### src/rtl/rom_stream_if.sv
// Valid/ready stream carrying ROM words from the burst reader to its consumer.
interface rom_stream_if #(
  parameter int DATA_W = 8
);
  logic [DATA_W-1:0] m_data;
  logic              m_valid;
  logic              m_ready;
  logic              m_last;

  modport master (output m_data, output m_valid, output m_last, input m_ready);
  modport slave  (input m_data, input m_valid, input m_last, output m_ready);
endinterface

### src/rtl/rom_stream_src.sv
// Reads a burst of words from a combinational ROM and streams them out over a
// valid/ready interface, one beat per cycle when the consumer never stalls.
module rom_stream_src #(
  parameter int                ADDR_W   = 13,
  parameter int                DATA_W   = 8,
  parameter logic [ADDR_W-1:0] MAX_ADDR = 'h0FF
) (
  input  logic              clk,
  input  logic              rst_n,
  input  logic              start,
  input  logic [ADDR_W-1:0] start_addr,
  input  logic [ADDR_W-1:0] len,
  output logic [ADDR_W-1:0] rom_addr,
  output logic              rom_read,
  output logic              rom_ena,
  input  logic [DATA_W-1:0] rom_data,
  output logic              busy,
  output logic              done,
  rom_stream_if.master      m
);

  typedef enum logic [1:0] {IDLE, RUN, DRAIN} state_e;

  state_e            state_q, state_d;
  logic [ADDR_W-1:0] rom_addr_q, rom_addr_d;
  logic [ADDR_W-1:0] remaining_q, remaining_d;
  logic [DATA_W-1:0] m_data_q, m_data_d;
  logic              m_valid_q, m_valid_d;
  logic              m_last_q, m_last_d;
  logic              done_q, done_d;
  logic              fetch;
  logic              xfer;

  assign xfer  = m_valid_q && m.m_ready;
  // A fetch may refill the output register in the same cycle its beat leaves.
  assign fetch = (state_q == RUN) && (remaining_q != '0) && (!m_valid_q || m.m_ready);

  always_comb begin
    // NOTE: every signal gets a default before any branch, so no path can infer a latch.
    state_d     = state_q;
    rom_addr_d  = rom_addr_q;
    remaining_d = remaining_q;
    m_data_d    = m_data_q;
    m_valid_d   = m_valid_q;
    m_last_d    = m_last_q;
    done_d      = 1'b0;

    if (xfer) begin
      m_valid_d = 1'b0;
      m_last_d  = 1'b0;
    end

    unique case (state_q)
      IDLE: begin
        if (start) begin
          rom_addr_d  = start_addr;
          remaining_d = len;
          state_d     = (len == '0) ? DRAIN : RUN;
        end
      end
      RUN: begin
        if (fetch) begin
          // rom_data is only trusted here; outside fetch cycles it may float.
          m_data_d    = rom_data;
          m_valid_d   = 1'b1;
          m_last_d    = (remaining_q == ADDR_W'(1));
          rom_addr_d  = (rom_addr_q == MAX_ADDR) ? '0 : rom_addr_q + ADDR_W'(1);
          remaining_d = remaining_q - ADDR_W'(1);
          if (remaining_q == ADDR_W'(1)) state_d = DRAIN;
        end else if (remaining_q == '0) begin
          state_d = DRAIN;
        end
      end
      DRAIN: begin
        // Any beat still held here is the last one of the burst.
        if (!m_valid_q || m.m_ready) begin
          state_d = IDLE;
          done_d  = 1'b1;
        end
      end
      default: state_d = IDLE;
    endcase
  end

  // NOTE: sequential state uses non-blocking assignments so all flops update together.
  always_ff @(posedge clk or negedge rst_n) begin
    if (!rst_n) begin
      state_q     <= IDLE;
      rom_addr_q  <= '0;
      remaining_q <= '0;
      m_data_q    <= '0;
      m_valid_q   <= 1'b0;
      m_last_q    <= 1'b0;
      done_q      <= 1'b0;
    end else begin
      state_q     <= state_d;
      rom_addr_q  <= rom_addr_d;
      remaining_q <= remaining_d;
      m_data_q    <= m_data_d;
      m_valid_q   <= m_valid_d;
      m_last_q    <= m_last_d;
      done_q      <= done_d;
    end
  end

  assign busy      = (state_q != IDLE);
  assign rom_ena   = busy;
  assign rom_read  = fetch;
  assign rom_addr  = rom_addr_q;
  assign done      = done_q;
  assign m.m_data  = m_data_q;
  assign m.m_valid = m_valid_q;
  assign m.m_last  = m_last_q;

endmodule

### src/flat_wrapper.sv
// flat-port wrapper written by rule: the top's interface ports become plain ports
module rom_stream_src_flat 
#(
  parameter int                ADDR_W   = 13,
  parameter int                DATA_W   = 8,
  parameter logic [ADDR_W-1:0] MAX_ADDR = 'h0FF
)
  (clk, rst_n, start, start_addr, len, rom_addr, rom_read, rom_ena, rom_data, busy, done, m_m_data, m_m_valid, m_m_last, m_m_ready);
  rom_stream_if #(.DATA_W(DATA_W)) m_i ();
  input  logic clk;
  input  logic rst_n;
  input  logic start;
  input  logic [ADDR_W-1:0] start_addr;
  input  logic [ADDR_W-1:0] len;
  output logic [ADDR_W-1:0] rom_addr;
  output logic rom_read;
  output logic rom_ena;
  input  logic [DATA_W-1:0] rom_data;
  output logic busy;
  output logic done;
  output wire logic [$bits(m_i.m_data)-1:0] m_m_data;
  output wire logic [$bits(m_i.m_valid)-1:0] m_m_valid;
  output wire logic [$bits(m_i.m_last)-1:0] m_m_last;
  input wire logic [$bits(m_i.m_ready)-1:0] m_m_ready;
  assign m_m_data = m_i.m_data;
  assign m_m_valid = m_i.m_valid;
  assign m_m_last = m_i.m_last;
  assign m_i.m_ready = m_m_ready;
  rom_stream_src #(.ADDR_W(ADDR_W), .DATA_W(DATA_W), .MAX_ADDR(MAX_ADDR)) u_core (.clk(clk), .rst_n(rst_n), .start(start), .start_addr(start_addr), .len(len), .rom_addr(rom_addr), .rom_read(rom_read), .rom_ena(rom_ena), .rom_data(rom_data), .busy(busy), .done(done), .m(m_i));
endmodule
### config.mk
export PLATFORM = sky130hd
export DESIGN_NAME = rom_stream_src_flat
export DESIGN_NICKNAME = d
export VERILOG_FILES = /design/src/rtl/rom_stream_if.sv /design/src/rtl/rom_stream_src.sv /design/src/flat_wrapper.sv
export SDC_FILE = /design/constraint.sdc
export NUM_CORES = 1
export LEC_CHECK = 0
export CORE_ASPECT_RATIO = 1.4
export CORE_MARGIN = 1.5
export CORE_UTILIZATION = 35
export CTS_CLUSTER_SIZE = 20
export DETAILED_ROUTE_END_ITERATION = 10
export REMOVE_ABC_BUFFERS = 1
export SLEW_MARGIN = 25
export SYNTH_ARGS = -nofsm -noshare
export SYNTH_HDL_FRONTEND = slang
export SYNTH_SLANG_ARGS = --single-unit
export TNS_END_PERCENT = 30
### constraint.sdc
create_clock -name clk -period 2.35 [get_ports clk]
set_input_delay 0.235 -clock clk [delete_from_list [all_inputs] [get_ports clk]]
set_output_delay 0.235 -clock clk [all_outputs]
set_load 0.02 [all_outputs]
==> results.txt, run 1 <==
Area contributors post-synth: dfrtp_1 (38%), o221ai_1 (5.9%), nand2_1 (4.7%)
Initial antenna violation count: 0
Total Wirelength: 7210 um
Slew HR: 0.619
Gr usage total: 0.196
# setup viols final: 0
Main synth FF type: dfrtp_1
H-tree Lvls: 2
Reg power frac: 0.312
Syn Area/Cell: 9.46 um^2
Delay of the slowest cell on the worst path: 450 ps
Pins Over Slew Limit: 0
Outcome: complete, no violations
Global-route wire length before repair: 11800 um
Register area share after synthesis: 0.384
First-pass DRT Iterations: 4
Worst Skew: 5.14 ps
Ys Warns: 0
RSZ-0062 raised after global routing: false
Pwr Density: 1420 nW/um^2
Asr flop ratio synth: 1.00
WHS: 460 ps
Largest net degree at the start of global routing: 40
Mapped cell area: 2540 um^2
Vias in the first global route: 2372
Clock latency on the worst-skew pair: 290 ps
Crit. End Element: output pin
Initial Utilization: 0.364
Critical Path Source Type: register
Most frequent cells in the layout: clkdlybuf4s50_1 (62), dfrtp_1 (38), nand2_1 (32), o221ai_1 (17), nand3_1 (16)
Power share of the clock group: 0.094
Logic pwr share: 0.593
Top Ports: 65
IO Port Bufs: 64
Maxcap violations: 0
Switching share of power: 0.462
Post-synthesis instance total: 269
TritonCTS clock tree: built
Inserted Diodes: 0
Crit Path Class: reg2out
Area Overhead vs Synth: 32.8%
Maximum VDD drop: 0.000620 V
Die X-Extent: 75.1 um
Routed vias: 2441
Max Fclk: 445 MHz
Fin crit share: 0.956
Total clock sinks: 39
Clk pin slew, worst setup/hold paths: 80 ps
Setup TNS: 0 ps
Synth top area share: 0.384
Initial drt markers: 132
Synth Register Bits: 39
Die extent in y: 104 um
# DRC: 0
GRT Residual Overflow: 0
GPL Wtd Cong: 0.889
CP Max Fanout: 7
Min cycle time layout: 2250 ps
Area leader, netlist: dfrtp_1
Dpl hpwl: 5160 um
Commonest non-fill, non-tap cell in the layout: clkdlybuf4s50_1
Core Area: 6980 um^2
Worst EP required: 2120 ps
WL/cell: 16.8 um
CTS Buffer Depth: 2
Top delay family on crit path: buffers and inverters
Distinct cells, synth: 56
Worst min path class: in2async
Final Hold Fails: 0
Buffers and inverters on the worst path: 4
Vias per cell: 5.68
Die ar.: 7800 um^2
Arr. time, crit path: 2010 ps
Worst path slowest cell: dfrtp_2
Net Sw Power: 2.21 mW
Post CTS Setup Buffer Count: 0
Leak: 1.30 nW
Slew at the pin closest to its max-slew limit: 572 ps
CP cell instances: inv_1 -> ha_1 -> nor3b_1 -> buf_4 -> nand4_4 -> nand3_4 -> inv_4 -> dlygate4sd2_1
CTS Root Cell: clkbuf_8
Share of layout cells above drive strength 1: 0.128
Layout net count: 376
Num CTS Buffers: 5
Cell Rows: 36
Number of enable flip-flop cells after synthesis: 0
Antenna Nets Post-Route: 0
Internal: 2.58 mW
-- cell families (layout without fill, tap and decap cells) --
logic type               after synthesis  after routing  synth area share
AND/OR/NAND/NOR                      122            122             0.274
multiplexers                          11             11            0.0526
adder cells (fa/ha/maj)                4              4            0.0197
buffers and inverters                 24             90            0.0556
flip-flops                            39             39             0.384
AO/OA/AOI/OAI                         69             69             0.214
-- registers in the layout, indices dropped and copies added (netlist names) --
name	flops
u_core.remaining_q	13
u_core.rom_addr	13
u_core.m.m_data	8
u_core.state_q	2
u_core.done	1
u_core.m.m_last	1
u_core.m.m_valid	1
-- repair_timing --
action,in CTS,in global routing
hold buffers,0,1
endpoints found under the hold margin,0,39
gates resized for setup,2,0
endpoints found under the setup margin,1,0
-- through the flow --
| step | instance area (um^2) | cells | setup slack [ps] | util | total power [mW] |
|---|---|---|---|---|---|
| floorplan | 2420 | 250 | 217 | - | 3.15 |
| global placement | 3280 | 421 | 185 | 0.470 | 4.33 |
| detailed placement | 3280 | 421 | 148 | 0.470 | 4.37 |
| CTS | 3360 | 429 | 91.8 | 0.482 | 4.83 |
| global route | 3380 | 430 | 6.07 | 0.484 | 5.18 |
| finish | 3380 | 430 | 103 | 0.484 | 4.79 |
-- cells in the mapped netlist (2+ instances only) --
cell,count
mux2_4,3
buf_2,9
a31o_2,3
a2bb2oi_1,2
buf_6,3
or4_1,2
or3_1,3
nand4b_1,2
clkbuf_1,5
nand2b_1,2
o21ai_0,4
nand3b_1,4
o311ai_0,3
nand4_1,8
nor3_1,11
nor4_1,5
a21oi_1,14
nor2b_1,2
ha_1,4
a221oi_1,2
inv_1,4
and3_1,3
nand2_1,32
nor3b_1,4
nor2_1,12
dfrtp_1,39
o211ai_1,5
o221ai_1,17
and2_1,3
o22ai_1,2
and4_1,4
nand3_1,16
a22oi_1,5
mux2_2,7
o31a_1,4
-- worst paths after layout --
check | depth (start not counted) | end | from | slack [ps]
worst max-delay path | 8 | rom_read | u_core.remaining_q[0] | 100
worst min-delay path | 2 | u_core.state_q[1] | rst_n | 460
worst max register to register | 9 | u_core.m.m_data[0] | u_core.remaining_q[0] | 230
worst min register to register | 1 | u_core.m.m_data[4] | u_core.m.m_data[4] | 510
max in group asynchronous | 2 | u_core.remaining_q[0] | rst_n | 1510
min in group clk | 1 | u_core.m.m_data[4] | u_core.m.m_data[4] | 510
-- cell type report --
| class | count | area (um^2) |
|---|---|---|
| well taps | 95 | 119 |
| fillers | 708 | 3600 |
| clock inverters | 3 | 15.0 |
| flip-flops and latches | 39 | 977 |
| repair buffers | 77 | 749 |
| multi-input cells | 206 | 1430 |
| inverters | 5 | 21.3 |
| clock buffers | 5 | 68.8 |
-- power groups by stage --
stage / Combinational, mW / Sequential [mW] / Clock, mW
after global placement: 2.84 / 1.49 / 0
final: 2.84 / 1.50 / 0.450
after CTS: 2.87 / 1.49 / 0.470
after floorplan: 1.51 / 1.64 / 0
after detailed placement: 2.87 / 1.50 / 0
after global routing: 3.12 / 1.56 / 0.502
-- routing by layer --
layer / vias up / global-route usage / wire (um)
li1: 1170 / - / -
met1: 1189 / 0.243 / 3060
met2: 67 / 0.326 / 3680
met3: 15 / 0.0291 / 259
met4: 0 / 0.0870 / 212
met5: - / 0 / 0
-- worst reg2reg max path, stage by stage, from the launching register on --
cell and delay (ps):
dfrtp_2 430, inv_1 90, ha_1 220, nor3b_1 140, buf_4 150, nand4_4 120, nand3_4 130, inv_4 70
buf_4 300, mux2_2 380
No activity file was read; power rests on OpenSTA's default activity.
==> inputs of run 2 (changes only) <==
- CTS_BUF_LIST: not set -> sky130_fd_sc_hd__clkbuf_4 sky130_fd_sc_hd__clkbuf_8
==> results of run 2 <==
No change in the layout: final DEF, timing and power equal those of run 1.
